[config.mk]
export PLATFORM = sky130hd
export DESIGN_NAME = frame_config_loader
export DESIGN_NICKNAME = d
export VERILOG_FILES = /design/src/rtl/frame_config_loader.sv
export SDC_FILE = /design/constraint.sdc
export NUM_CORES = 1
export LEC_CHECK = 0
export BUFFER_PORTS_ARGS = -buffer_cell sky130_fd_sc_hd__buf_2
export CAP_MARGIN = 15
export CORE_AREA = 3 3 40 42
export CTS_BUF_LIST = sky130_fd_sc_hd__clkbuf_4 sky130_fd_sc_hd__clkbuf_8
export DETAILED_ROUTE_END_ITERATION = 7
export DIE_AREA = 0 0 43 45
export GPL_TIMING_DRIVEN = 0
export HOLD_SLACK_MARGIN = 0.06
export PLACE_DENSITY = 0.69
export SETUP_SLACK_MARGIN = 0.02
export SYNTH_ARGS = -nofsm -noshare
export SYNTH_HDL_FRONTEND = slang
export SYNTH_SLANG_ARGS = --single-unit
[constraint.sdc]
create_clock -name prog_clk -period 2.5 [get_ports prog_clk]
set_clock_uncertainty 0.05 [all_clocks]
set_input_delay 0.25 -clock prog_clk [delete_from_list [all_inputs] [get_ports prog_clk]]
set_output_delay 0.25 -clock prog_clk [all_outputs]
set_load 0.01 [all_outputs]
[src/rtl/frame_config_loader.sv]
// Frame-based configuration loader: deserialises a bit-serial stream into {address, data}
// frames and drives a setup/strobe/hold write sequence to the IO tiles.
module frame_config_loader #(
    parameter int ADDR_WIDTH   = 1,
    parameter int NUM_ADDR     = 2,
    parameter int NUM_FRAMES   = 4,
    parameter int PULSE_CYCLES = 1
) (
    input  logic                              prog_clk,
    input  logic                              pReset,
    input  logic                              start,
    input  logic                              bs_valid,
    input  logic                              bs_bit,
    output logic                              bs_ready,
    output logic [ADDR_WIDTH-1:0]             address,
    output logic                              data_in,
    output logic                              enable,
    output logic                              busy,
    output logic                              done,
    output logic                              addr_err,
    output logic [$clog2(NUM_FRAMES+1)-1:0]   frame_count
);

    localparam int CW = $clog2(NUM_FRAMES + 1);
    localparam int BW = $clog2(ADDR_WIDTH + 2);
    localparam int PW = $clog2(PULSE_CYCLES) + 1;

    typedef enum logic [2:0] {
        IDLE,
        LOAD,
        SETUP,
        STROBE,
        HOLD,
        DONE
    } state_t;

    state_t                state;
    state_t                next_state;
    logic [ADDR_WIDTH-1:0] shift_reg;
    logic [ADDR_WIDTH:0]   shift_next;
    logic [BW-1:0]         bit_cnt;
    logic [PW-1:0]         pulse_cnt;
    logic                  accept;
    logic                  last_bit;
    logic                  pulse_last;
    logic                  in_range;
    logic                  frame_last;
    logic                  run_start;

    assign accept     = (state == LOAD) && bs_valid;
    assign last_bit   = (bit_cnt == BW'(ADDR_WIDTH));
    assign shift_next = {shift_reg, bs_bit};
    assign pulse_last = (pulse_cnt == PW'(PULSE_CYCLES - 1));
    assign in_range   = (32'(address) < 32'(NUM_ADDR));
    assign frame_last = (frame_count == CW'(NUM_FRAMES - 1));
    assign run_start  = ((state == IDLE) || (state == DONE)) && start;

    always_ff @(posedge prog_clk) begin
        if (pReset) begin
            state <= IDLE;
        end else begin
            state <= next_state;
        end
    end

    always_comb begin
        next_state = state;
        bs_ready   = 1'b0;
        busy       = 1'b0;
        done       = 1'b0;
        enable     = 1'b0;
        case (state)
            IDLE: begin
                if (start) next_state = LOAD;
            end
            LOAD: begin
                bs_ready = 1'b1;
                busy     = 1'b1;
                if (accept && last_bit) next_state = SETUP;
            end
            SETUP: begin
                busy       = 1'b1;
                next_state = STROBE;
            end
            STROBE: begin
                busy   = 1'b1;
                // Out-of-range frames still run the full sequence, just without a strobe
                enable = in_range;
                if (pulse_last) next_state = HOLD;
            end
            HOLD: begin
                busy       = 1'b1;
                next_state = frame_last ? DONE : LOAD;
            end
            DONE: begin
                done = 1'b1;
                if (start) next_state = LOAD;
            end
            default: next_state = IDLE;
        endcase
    end

    always_ff @(posedge prog_clk) begin
        if (pReset) begin
            shift_reg   <= '0;
            bit_cnt     <= '0;
            pulse_cnt   <= '0;
            address     <= '0;
            data_in     <= 1'b0;
            addr_err    <= 1'b0;
            frame_count <= '0;
        end else begin
            if (run_start) begin
                frame_count <= '0;
                addr_err    <= 1'b0;
            end
            // address/data_in only move on the final bit, so they are stable through the strobe
            if (accept) begin
                if (last_bit) begin
                    address   <= shift_next[ADDR_WIDTH:1];
                    data_in   <= shift_next[0];
                    shift_reg <= '0;
                    bit_cnt   <= '0;
                end else begin
                    shift_reg <= shift_next[ADDR_WIDTH-1:0];
                    bit_cnt   <= bit_cnt + BW'(1);
                end
            end
            if (state == STROBE) begin
                if (!in_range) addr_err <= 1'b1;
                pulse_cnt <= pulse_last ? '0 : pulse_cnt + PW'(1);
            end
            if ((state == HOLD) && (frame_count != CW'(NUM_FRAMES))) begin
                frame_count <= frame_count + CW'(1);
            end
        end
    end

endmodule
* Word-level counts from Yosys, hierarchy flattened
Index checks and enable logic that the tools add are counted. Widths: inputs -> output; s select.
Word-level totals: logic and storage cells 46, register bits after elaboration 12
Cells by class: equality and inequality tests 11, add/subtract/negate cells 3, muxes and demuxes 14, reductions and logical operators 11
Operator list (number):
- $mux 3 | 6
- $pmux 3 s5 | 1
- $eq 3x2->1 const B | 3
- $eq 3x3->1 const B | 2
- $mux 1 | 6
- $logic_and 1x1->1 | 4
- $ne 2x1->1 const B | 2
- $reduce_or 4->1 | 1
- $add 3x1->3 const B | 1
- $eq 3x1->1 const B | 1
- $logic_not 3->1 | 1
- $ne 3x3->1 const B | 1
- $reduce_and 3->1 | 1
- $add 2x1->2 const B | 1
- $eq 2x1->1 const B | 1
- $mux 2 | 1
- $ne 2x2->1 const B | 1
- $reduce_and 2->1 | 1
- $reduce_bool 2->1 | 1
- $reduce_or 2->1 | 1
- $add 1x1->1 const B | 1
- $logic_or 1x1->1 | 1

* Depth between registers and ports, before layout
Gate-level depths: netlist of the first run.
depth after elaboration 5, gate-level depth with buffers 5, gate-level depth less buffers 5

* Least setup slack after synthesis of the first run
No wires, ideal clock.
path kind reg-to-reg, from reg frame_count[0], to reg frame_count[2], cell stages (with the launch flop) 6, setup slack 1.199 ns, buffers on the path 0, data arrival time 1.116 ns, period minus slack after synthesis 1.301 ns, path through dfxtp_1 -> inv_1 -> ha_1 -> a21bo_2 -> o32ai_2 -> o32ai_1
Between the ends: word-level cells in the longest chain between the ends 3, elaborated cells between the ends (all ways) 5, those cells by class add/sub (1); eq/ne (1); mux (1); reduce/logical (2)
Ends and longest elaborated chain:
- start: declaration | line 21 | output logic [$clog2(NUM_FRAMES+1)-1:0] frame_count
- start signal: assignment | line 134 | frame_count <= frame_count + CW'(1);
- branches (longest 3 deep; another with $add 3x1->3)
Several ways; the timed one is not identified. A chain may end at the register's enable or synchronous reset.

* Worst setup path in the final report of the first run
from reg state[2], to out bs_ready
Between the ends: word-level cells in the longest chain between the ends 2
Ends and longest elaborated chain:
- start: declaration | line 37 | state_t state;
- start signal: assignment | line 62 | state <= next_state;
- $eq 3x1->1 | line 72 | case (state)
- $mux 1 | line 72
- end: declaration | line 14 | output logic bs_ready,
Every way passes these cells.

==> impl_metrics.toml, run 1 <==
[detailed_routing]
met2_length_um = 563
dr_wl_met3_um = 37
drtIter0Drc = 8
dr.pass1.iters = 4
wl_per_cell_um = 12.0
ant_nets = 0
highest_layer = "met4"
met1_length_um = 617
totalWireLength_mm = 1.25
dr_total_vias = 539
drc = 0
viasPerCell = 5.18

[place]
io_buffers = 13
dp_hpwl_um = 919
place_congestion = 0.808
place_area_sq_um = 713
dp_slack_ps = 1120

[yosys]
synthArstFlopShare_pct = 0
synth_top_area_cell = "dfxtp_1"
post_synth_inst_count = 72
syn_nets = 80
yosysSeqAreaShare_pct = 35.0
synth_warnings = 0
synth-seq-cells = 11
synthTopCellsByArea = "dfxtp_1 (35%), nand2b_1 (7.0%), ha_1 (6.0%)"
synth_edf_count = 0
ys_types = 33
synth_flop_cell = "dfxtp_1"
synth_top_area_share_pct = 35.0
synthesis.area_sq_um = 629
avgSynthCellArea_sq_um = 8.74

[min_path]
hold_class = "in2reg"

[cells_and_area]
antenna_cells = 0
final_area_sq_um = 743
layout_common_cells = "buf_2 (14), dfxtp_1 (11), nand2b_1 (7), a21oi_1 (6)"
drive_gt1_share_pct = 30.3
reg_top3 = "frame_count (3), state (3), bit_cnt (2)"
area_growth_syn_to_layout_pct = 18.1
final_common_cell = "buf_2"
final_nets = 98

[sta]
hold_viol = 0
setup_viol = 0
hold-worst-slack_ps = 196
finalMaxSlewViolations = 0
period_minus_slack_ps = 1640
rsz0062_at_grt = "false"
min_period_over_period_pct = 65.6
finalSetupTns_ps = 0
fmax_ghz = 0.610
fin_ws_ps = 860

[global_routing]
grt_pass1_vias = 497
grt_usage_pct = 14.4
overflow = 0
grt_max_degree = 11
grt_pass1_wl_mm = 2.13
antenna_found_initial = 0

[worst_setup_path]
start_kind = "flip-flop"
critPathMaxFanout = 10
required_ps = 2200
path_cells = "buf_6, or3b_4, clkinv_2, buf_2"
end_kind = "output pin"
cp.arrival_ps = 1340
crit_slowest_cell = "or3b_4"
critPathKind = "reg2out"
max_stage_delay_ps = 380

[floorplan]
start_util_pct = 49.0
dieArea_sq_um = 1940
ios = 15
die_x_um = 43
rows = 13
core_area_sq_um = 1280
dieHeight_um = 45

[clock_network]
cts_root_buffer = "clkbuf_4"
clock-sinks = 11
cts-resized-gates = 0
cts.clk_slew.worst_paths_ps = 70
ctsHoldBuffers = 0
numCtsBuffers = 3
htreeDepth = 1
post_cts_buffers = 0
cts_tree = "yes"
clk_latency_ps = 270
cts_buffer_depth = 2

[power]
pwr-share-comb_pct = 18.0
p_clk_share_pct = 34.2
peakVddDrop_uv = 309
seqPwrFrac_pct = 47.8
pwr_density_cell_nw_per_um2 = 525
internal_power_mw = 0.287
finalPower_mw = 0.390
leakage_nw = 0.322
switchingPower_mw = 0.104
swShare_pct = 26.5

[status]
outcome = "completed"

[run]
drv_cap = 0
[cell usage after synthesis (2+ instances only)]
cell      instances
a211oi_1          2
a21oi_1           6
buf_4             2
dfxtp_1          11
ha_1              3
inv_1             5
nand2_1           3
nand2b_1          7
nand3_1           5
nor2_1            2
o21ai_0           2
o32ai_1           2
xnor2_1           2
[per-stage QoR]
step | instances | util [%]
after floorplan | 72 | -
after global placement | 100 | 55.5
after detailed placement | 100 | 55.5
after CTS | 104 | 57.8
after global routing | 104 | 57.8
final | 104 | 57.8
[per-layer routing]
metal | track usage (%) | vias to the layer above
met5 | 0 | -
met4 | 7.83 | 0
met3 | 2.39 | 5
met2 | 21.0 | 7
met1 | 20.4 | 241
li1 | - | 286
[power by group through the flow]
stage                     Clock (mW)  Sequential [mW]  Combinational (mW)
final                          0.134            0.186              0.0702
after CTS                      0.135            0.187              0.0701
after detailed placement           0            0.191              0.0699
after global placement             0            0.190              0.0689
after global routing           0.145            0.188              0.0766
after floorplan                    0            0.190              0.0528
[critical path, delay by kind of cell (launching register included)]
family | cells | cell delay [ps]
buf+inv | 3 | 340
flops | 1 | 350
simple gates | 1 | 380
[final timing paths]
kind | from | end | slack [ps] | cells past startpoint
max | state[2] | bs_ready | 860 | 4
min | bs_bit | shift_reg | 200 | 3
max reg2reg | frame_count[0] | frame_count[2] | 1110 | 5
min reg2reg | shift_reg | address | 420 | 2
[final cells by class]
| type | count | area (sq um) |
|---|---|---|
| fillers | 130 | 542 |
| multi-input cells | 50 | 350 |
| flip-flops and latches | 11 | 220 |
| repair buffers | 13 | 65.1 |
| plain buffers | 5 | 35.0 |
| clock buffers | 4 | 30.0 |
| inverters | 6 | 23.8 |
| well taps | 15 | 18.8 |
[logic make-up (layout without fill, tap and decap cells)]
| logic type | Yosys count | count (layout) | share of synthesized area, % |
|---|---|---|---|
| buffers and inverters | 11 | 28 | 9.34 |
| and+or+nand+nor | 26 | 26 | 25.6 |
| xor gates and xnor gates | 2 | 2 | 2.78 |
| AOI/OAI and AO/OA | 18 | 18 | 20.7 |
| DFF | 11 | 11 | 35.0 |
| other | 1 | 1 | 0.596 |
| adders and majority gates | 3 | 3 | 5.96 |
Power figures use the tool's default switching activity.
==> run 2, diff against run 1 <==
- clock period: 2.5 -> 1.6 ns (I/O delays scaled with it)
==> run 2 against run 1 <==
  * Wire length stayed put
  * Non-clock buffer count did not move
  * Largest power group unchanged
  * Critical endpoint unchanged
  * Setup slack got worse by 790 ps
==> impl_metrics.toml, run 2 (same netlist as run 1, synthesis figures left out) <==
[place]
place_area_sq_um = 713
place_inst = 100
dp_hpwl_um = 919
place_congestion = 0.808
io_buffers = 13
dp_slack_ps = 220

[worst_setup_path]
end_kind = "output pin"
rr_worst_depth = 5
start_kind = "flip-flop"
cp.arrival_ps = 1320
cp-startpoint = "state[1]"
crit_path_end = "bs_ready"
critPathKind = "reg2out"
required_ps = 1390
r2r-end = "frame_count[2]"
critPathMaxFanout = 10
rrSetupSlack_ps = 210
reg2reg_from = "frame_count[0]"

[floorplan]
rows = 13
die_x_um = 43
dieHeight_um = 45
start_util_pct = 49.0
dieArea_sq_um = 1940
core_area_sq_um = 1280
ios = 15

[global_routing]
grt_pass1_wl_mm = 2.13
grt_use_met2_pct = 21.0
overflow = 0
grt_pass1_vias = 497
grtUsageMet3_pct = 2.39
grt_usage_pct = 14.4
antenna_found_initial = 0
grt_max_degree = 11
grt_use_met1_pct = 20.4
busiest_layer = "met2"

[cells_and_area]
layout_common_cells = "buf_2 (14), dfxtp_1 (10), nand2b_1 (7), a21oi_1 (6)"
antenna_cells = 0
final_common_cell = "buf_2"
n_fill_cell = 130
final_cell_count_no_fill = 104
final_area_sq_um = 744
reg_top3 = "frame_count (3), state (3), bit_cnt (2)"
final_nets = 98
finish.utilization_pct = 57.9
area_growth_syn_to_layout_pct = 18.3
drive_gt1_share_pct = 31.5

[sta]
fin_ws_ps = 67.8
setup_viol = 0
hold-worst-slack_ps = 106
finalSetupTns_ps = 0
period_minus_slack_ps = 1530
finalMaxSlewViolations = 0
fmax_ghz = 0.653
hold_viol = 0
min_period_over_period_pct = 95.8
rsz0062_at_grt = "false"

[clock_network]
cts_buffer_depth = 2
ctsHoldBuffers = 0
clk_latency_ps = 270
cts_root_buffer = "clkbuf_4"
cts_tree = "yes"
cts.clk_slew.worst_paths_ps = 70
post_cts_buffers = 0
htreeDepth = 1
numCtsBuffers = 3
clock-sinks = 11

[power]
finalPower_mw = 0.610
leakage_nw = 0.322
peakVddDrop_uv = 484
pwr_density_cell_nw_per_um2 = 819

[detailed_routing]
totalWireLength_mm = 1.25
drtIter0Drc = 8
viasPerCell = 5.18
dr.pass1.iters = 4
dr_total_vias = 539
wl_per_cell_um = 12.0
drc = 0
ant_nets = 0

[run]
drv_cap = 0

[min_path]
hold_class = "in2reg"

[status]
outcome = "completed"
[run 2: cell types whose count changed in the layout (fill, tap and decap cells not counted)]
cell / delta
dfxtp_1: -1
dfxtp_2: +1
[run 2: routing by layer]
metal	part of all wire [%]	vias up
met5	0	-
met1	49	241
li1	-	286
met4	2.4	0
met2	45	7
met3	3.0	5
[run 2: timing repair]
| action | 4_1_cts | 5_1_grt |
|---|---|---|
| resized for setup | 0 | 1 |
| hold endpoints to repair | 0 | 0 |
| setup endpoints to repair | 0 | 1 |
[run 2: power breakdown]
part           switching (mW)  internal, mW  total (mW)  leakage [nW]
clock network          0.0952         0.114       0.209        0.0184
logic                  0.0585        0.0512       0.110         0.214
registers             0.00804         0.283       0.291        0.0896
total                   0.162         0.448       0.610         0.322
[run 2: worst min-delay path by stage]
stage            from        end  slack (ps)  cells past startpoint
2_1_floorplan  bs_bit    data_in         260                      2
3_3_place_gp   bs_bit  shift_reg         380                      3
3_5_place_dp   bs_bit  shift_reg         390                      3
4_1_cts        bs_bit    data_in         110                      3
5_1_grt        bs_bit  shift_reg         110                      3
6_report       bs_bit  shift_reg         110                      3
[run 2: layout make-up]
type                    count  area, sq um  share of cell area, %
plain buffers               5         35.0                   4.71
clock buffers               4         30.0                   4.03
inverters                   6         23.8                   3.19
repair buffers             13         65.1                   8.74
well taps                  15         18.8                   2.52
flip-flops and latches     11          221                   29.7
multi-input cells          50          350                   47.1
[run 2: critical path, stage by stage (launching register included)]
cell and delay (ps):
dfxtp_1 300, buf_4 150, or3b_4 410, clkinv_2 70, buf_2 120
